## src/rtl/mmul_pkg.sv

```systemverilog
// Shared definitions for the mmul operand loader and its neighbours.
// Holds the loader state encoding, default matrix geometry and the
// element-counter width helper.
package mmul_pkg;

  typedef enum logic [1:0] {
    LOAD_A = 2'd0,
    LOAD_B = 2'd1,
    RUN    = 2'd2,
    FLUSH  = 2'd3
  } state_e;

  localparam int DEF_M     = 3;
  localparam int DEF_N     = 3;
  localparam int DEF_K     = 3;
  localparam int DEF_L     = 3;
  localparam int DEF_WIDTH = 8;

  localparam int A_ELEMS = DEF_M * DEF_N;
  localparam int B_ELEMS = DEF_K * DEF_L;

  // Counter must index the larger operand; never narrower than one bit.
  function automatic int cnt_width(input int a_elems, input int b_elems);
    int m;
    m = (a_elems > b_elems) ? a_elems : b_elems;
    return (m > 1) ? $clog2(m) : 1;
  endfunction

  localparam int CNT_W = cnt_width(A_ELEMS, B_ELEMS);

endpackage

```

## src/rtl/elem_packer.sv

```systemverilog
// Flat operand register: writes one WIDTH-bit element per cycle at wr_idx.
// Ports: clk/reset (sync, active-low), wr_en/wr_idx/wr_dat write port,
//        vec = packed register contents, element e at [e*WIDTH +: WIDTH].
module elem_packer #(
  parameter int ELEMS = 9,
  parameter int WIDTH = 8,
  parameter int IDX_W = 4
) (
  input  logic                   clk,
  input  logic                   reset,
  input  logic                   wr_en,
  input  logic [IDX_W-1:0]       wr_idx,
  input  logic [WIDTH-1:0]       wr_dat,
  output logic [ELEMS*WIDTH-1:0] vec
);

  logic [ELEMS*WIDTH-1:0] vec_q;

  always_ff @(posedge clk) begin
    if (!reset) begin
      vec_q <= '0;
    end else if (wr_en) begin
      for (int e = 0; e < ELEMS; e++) begin
        if (wr_idx == IDX_W'(e)) begin
          vec_q[e*WIDTH +: WIDTH] <= wr_dat;
        end
      end
    end
  end

  assign vec = vec_q;

endmodule

```

## src/rtl/matrix_loader.sv

```systemverilog
// Streams A then B elements into packed operands and holds mmul enabled
// until it reports done/invalid. Ports: valid/ready element stream with
// in_last framing, mat_a/mat_b/enable to mmul, op_done/err status pulses.
module matrix_loader
  import mmul_pkg::*;
#(
  parameter int M     = DEF_M,
  parameter int N     = DEF_N,
  parameter int K     = DEF_K,
  parameter int L     = DEF_L,
  parameter int WIDTH = DEF_WIDTH
) (
  input  logic                   clk,
  input  logic                   reset,
  input  logic                   in_valid,
  output logic                   in_ready,
  input  logic [WIDTH-1:0]       in_data,
  input  logic                   in_last,
  output logic [M*N*WIDTH-1:0]   mat_a,
  output logic [K*L*WIDTH-1:0]   mat_b,
  output logic                   enable,
  input  logic                   mmul_done,
  input  logic                   mmul_invalid,
  output logic                   op_done,
  output logic                   err
);

  localparam int A_N = M * N;
  localparam int B_N = K * L;
  localparam int CW  = cnt_width(A_N, B_N);
  localparam logic [CW-1:0] A_LAST = CW'(A_N - 1);
  localparam logic [CW-1:0] B_LAST = CW'(B_N - 1);

  state_e        state_q;
  logic [CW-1:0] cnt_q;
  logic          in_ready_q;
  logic          enable_q;
  logic          op_done_q;
  logic          err_q;

  logic fire;
  logic b_final;
  logic wr_a;
  logic wr_b;

  assign fire    = in_valid & in_ready_q;
  assign b_final = (cnt_q == B_LAST);
  // An in_last beat is only meaningful on the final B slot; anywhere else it
  // is a framing error and must not touch the operands.
  assign wr_a = fire && (state_q == LOAD_A) && !in_last;
  // The final B beat is written even without in_last (the frame is still
  // flagged and flushed afterwards).
  assign wr_b = fire && (state_q == LOAD_B) && (b_final || !in_last);

  always_ff @(posedge clk) begin
    if (!reset) begin
      state_q    <= LOAD_A;
      cnt_q      <= '0;
      in_ready_q <= 1'b1;
      enable_q   <= 1'b0;
      op_done_q  <= 1'b0;
      err_q      <= 1'b0;
    end else begin
      op_done_q <= 1'b0;
      err_q     <= 1'b0;
      case (state_q)
        LOAD_A: begin
          if (fire) begin
            if (in_last) begin
              err_q <= 1'b1;
              cnt_q <= '0;
            end else if (cnt_q == A_LAST) begin
              cnt_q   <= '0;
              state_q <= LOAD_B;
            end else begin
              cnt_q <= cnt_q + 1'b1;
            end
          end
        end
        LOAD_B: begin
          if (fire) begin
            if (b_final) begin
              cnt_q <= '0;
              if (in_last) begin
                state_q    <= RUN;
                in_ready_q <= 1'b0;
                enable_q   <= 1'b1;
              end else begin
                err_q   <= 1'b1;
                state_q <= FLUSH;
              end
            end else if (in_last) begin
              err_q   <= 1'b1;
              cnt_q   <= '0;
              state_q <= LOAD_A;
            end else begin
              cnt_q <= cnt_q + 1'b1;
            end
          end
        end
        RUN: begin
          // invalid wins over done when both arrive together
          if (mmul_invalid) begin
            err_q      <= 1'b1;
            state_q    <= LOAD_A;
            in_ready_q <= 1'b1;
            enable_q   <= 1'b0;
          end else if (mmul_done) begin
            op_done_q  <= 1'b1;
            state_q    <= LOAD_A;
            in_ready_q <= 1'b1;
            enable_q   <= 1'b0;
          end
        end
        FLUSH: begin
          if (fire && in_last) begin
            state_q <= LOAD_A;
          end
        end
        default: begin
          state_q    <= LOAD_A;
          cnt_q      <= '0;
          in_ready_q <= 1'b1;
          enable_q   <= 1'b0;
        end
      endcase
    end
  end

  elem_packer #(.ELEMS(A_N), .WIDTH(WIDTH), .IDX_W(CW)) u_pack_a (
    .clk    (clk),
    .reset  (reset),
    .wr_en  (wr_a),
    .wr_idx (cnt_q),
    .wr_dat (in_data),
    .vec    (mat_a)
  );

  elem_packer #(.ELEMS(B_N), .WIDTH(WIDTH), .IDX_W(CW)) u_pack_b (
    .clk    (clk),
    .reset  (reset),
    .wr_en  (wr_b),
    .wr_idx (cnt_q),
    .wr_dat (in_data),
    .vec    (mat_b)
  );

  assign in_ready = in_ready_q;
  assign enable   = enable_q;
  assign op_done  = op_done_q;
  assign err      = err_q;

endmodule

```

## config.mk

```make
export PLATFORM = sky130hd
export DESIGN_NAME = matrix_loader
export DESIGN_NICKNAME = d
export VERILOG_FILES = /design/src/rtl/mmul_pkg.sv /design/src/rtl/elem_packer.sv /design/src/rtl/matrix_loader.sv
export SDC_FILE = /design/constraint.sdc
export NUM_CORES = 1
export LEC_CHECK = 0
export CORE_MARGIN = 2
export CORE_UTILIZATION = 25
export DETAILED_ROUTE_END_ITERATION = 8
export GPL_TIMING_DRIVEN = 0
export HOLD_SLACK_MARGIN = 0.02
export SETUP_SLACK_MARGIN = 0.2
export SLEW_MARGIN = 0
export SYNTH_ARGS = -nofsm -noshare
export SYNTH_HDL_FRONTEND = slang
export SYNTH_SLANG_ARGS = --single-unit
```

## constraint.sdc

```tcl
create_clock -name clk -period 6.3 [get_ports clk]
set_clock_uncertainty 0.1 [all_clocks]
set_input_delay 0.945 -clock clk [delete_from_list [all_inputs] [get_ports clk]]
set_output_delay 0.945 -clock clk [all_outputs]
set_load 0.01 [all_outputs]
```

==> results.ini, run 1 <==
[sta]
final-max-slew-violation-count = 0
hold_violations = 0
hold_ws_ns = 0.355
final.setup.tns_ns = 0
rsz0062_at_grt = false
finalCriticalPeriod_ns = 2.85
finalCritPeriodShare_pct = 45.2
tightest_slew_ns = 0.808
setup_viol = 0
timing.fmax_mhz = 351
slew_headroom_pct = 46.2

[yosys]
syn_inst = 563
synth_top_cell_by_area = dfxtp_1
syn-num-nets = 584
synth_area_per_cell_um2 = 10.4
ys_warn_count = 0
synth_area_mm2 = 0.00587
synth_top_area_share_pct = 52.5
ys_seq_area_share_pct = 52.5
yosys-top-cells-area = dfxtp_1, mux2i_1, nand2_1
ys_ff_latch = 154
synth_cell_types = 32

[floorplan]
die-area_mm2 = 0.0247
die_w_um = 157
ios = 162
coreArea_mm2 = 0.0233
initial_core_util_pct = 25.3
die-height_um = 157
placement_rows = 56

[place]
place_congestion = 0.721
dp_hpwl_um = 12400
dp.cells = 1042
placed_cell_area_mm2 = 0.00788
port_buffers = 160

[worst_setup_path]
crit_chain = clkdlybuf4s50_1, clkbuf_1, inv_1, ha_1, or3_1, a21oi_1, o22ai_1
worstSetupStartpoint = in_last
slowest_delay_ns = 0.48
r2r_start = cnt_q[0]$_SDFFE_PN0P_
start_kind = primary input
reg2reg_setup_slack_ns = 3.87
crit_buf_inv = 3
cp.required_ns = 6.49
crit_family = buffers and inverters
worstPathMaxFanout = 10
worstSetupPathType = in2reg
endpoint_kind = flop
arrival_ns = 3.04
slowest_stage = clkdlybuf4s50_1

[clock_tree]
postCtsHoldBufs = 0
clk_pin_slew_ns = 0.06
cts-root-buf = clkbuf_16
numCtsBuffers = 17
cts_resized = 0
insertion_delay_ns = 0.42
cts_max_level = 4
cts_tree = done
cts.path.max_buffers = 2
postCtsSetupRepairBufs = 0
cts_sinks = 154

[layout]
fillers = 2367
diodes = 0
final-instance-count-excl-fill = 1073
final_cell_area_mm2 = 0.00851
layout-drive-gt1-share_pct = 7.43
final_net_count = 763
areaGrowthSynthToFinish_pct = 44.9

[job]
maxCapViolCount = 0

[route]
first_pass_iters = 4
drt_iter0_markers = 228
wire_per_inst_um = 16.5
via_per_inst = 4.24
vias = 4551
wl_um = 17700
drc = 0
detail-route-antenna-nets = 0

[power]
p_per_area_mw_per_mm2 = 257
max-vdd-ir-drop_uv = 162
total_power_mw = 2.19
p_leak_nw = 3.81

[min_path]
hold_path.class = reg2reg
min_from = enable$_SDFFE_PN0P_

[grt]
grt_pass1_vias = 4606
antenna_found_initial = 0
grt_overflow = 0
grt_max_degree = 17
grt_pass1_wl_um = 27400
grt.total_usage_pct = 14.6

[status]
status = finished clean

worst register-to-register path, stage by stage, from the launching register on:
cell and delay (ns):
dfxtp_1 0.35, inv_1 0.12, ha_1 0.15, buf_4 0.16, nand3b_4 0.15, ha_1 0.28, and4bb_2 0.30, buf_2 0.16
nand3_2 0.29, mux2i_1 0.21
stage by stage:
step,setup slack [ns],util (%)
global route,3.35,36.6
CTS,3.48,36.6
detailed placement,3.04,33.9
global placement,3.05,33.9
finish,3.45,36.6
floorplan,3.85,-
final cells by class:
type	instances	area (um^2)	area share, %
flip-flops and latches	154	3080	36.2
multi-input cells	366	2610	30.7
repair buffers	160	1600	18.8
clock buffers	24	472	5.54
well taps	319	399	4.69
clock inverters	7	164	1.93
plain buffers	36	156	1.84
inverters	7	26.3	0.309
layer usage:
layer / wire length (um) / GRT usage, %
met4: 136 / 3.25
met2: 7670 / 22.8
met5: 0 / 0
met3: 1680 / 6.86
met1: 8210 / 18.4
path summary, 6_finish.rpt:
path	end	cells past startpoint
setup reg to reg	u_pack_b.vec[36]$_SDFFE_PN0P_	9
hold / removal	enable$_SDFFE_PN0P_	2
setup / recovery	state_q[0]$_SDFFE_PN0P_	7
hold reg to reg	enable$_SDFFE_PN0P_	2
sequential cells by signal, indices dropped and copies added, names as in the netlist:
register / cells
err: 1
cnt_q: 4
enable: 1
state_q: 2
u_pack_b.vec: 72
op_done: 1
u_pack_a.vec: 72
in_ready: 1
report_power, final:
| part | switching (mW) | internal [mW] |
|---|---|---|
| registers | 0.00285 | 0.978 |
| clock network | 0.397 | 0.723 |
| logic | 0.0609 | 0.0274 |
synth_stat cells:
cell type / instances
nand2_1: 160
dfxtp_1: 154
mux2i_1: 145
clkbuf_1: 28
nand3_2: 16
ha_1: 7
inv_1: 7
buf_2: 5
nand4_1: 5
a21oi_1: 4
nor2_1: 3
o21ai_0: 3
buf_4: 2
nand2b_1: 2
nand3_1: 2
nor4b_4: 2
o22a_1: 2
o22ai_1: 2
a31oi_1: 1
and2b_1: 1
and3b_1: 1
and4bb_2: 1
buf_6: 1
nand3b_1: 1
nand3b_4: 1
nor3_1: 1
nor4_4: 1
nor4b_1: 1
o2111ai_1: 1
or3_1: 1
or4_1: 1
or4_4: 1
layout by cell type (no fill, tap or decap), types with 2 or more instances in the layout:
cell type	count
o22ai_1	2
ha_1	7
buf_2	5
nand2_1	160
clkbuf_16	17
o22a_1	2
clkbuf_1	33
nor4b_4	2
nand3_2	16
buf_4	2
nand4_1	5
clkdlybuf4s50_1	160
a21oi_1	4
nand3_1	2
inv_1	7
o21ai_0	3
nand2b_1	2
dfxtp_1	154
mux2i_1	145
clkbuf_8	2
bufinv_16	5
nor2_1	3
logic make-up after synthesis:
family          synth area share [%]
fa+ha+maj                       1.49
mux                             24.7
compound gates                  1.36
flops                           52.5
buf+inv                         3.11
simple gates                    16.8
(Power assumes the default switching activity.)
==> inputs of run 2 (changes only) <==
clock period = 2.8 ns   (was 6.3 ns; I/O delays follow)
==> results of run 2 <==
The final DEF is identical to that of run 1. Status: finished clean.
Among the figures that moved: setup slack after placement 3.04 ns -> 0.0643 ns; setup slack after layout 3.45 ns -> 0.370 ns; start point of the critical path in_last -> cnt_q[0]$_SDFFE_PN0P_; end point of the critical path state_q[0]$_SDFFE_PN0P_ -> u_pack_b.vec[36]$_SDFFE_PN0P_; register-to-register setup slack 3.87 ns -> 0.37 ns; total power 2.19 mW -> 4.93 mW; worst IR drop on VDD 162 uV -> 365 uV
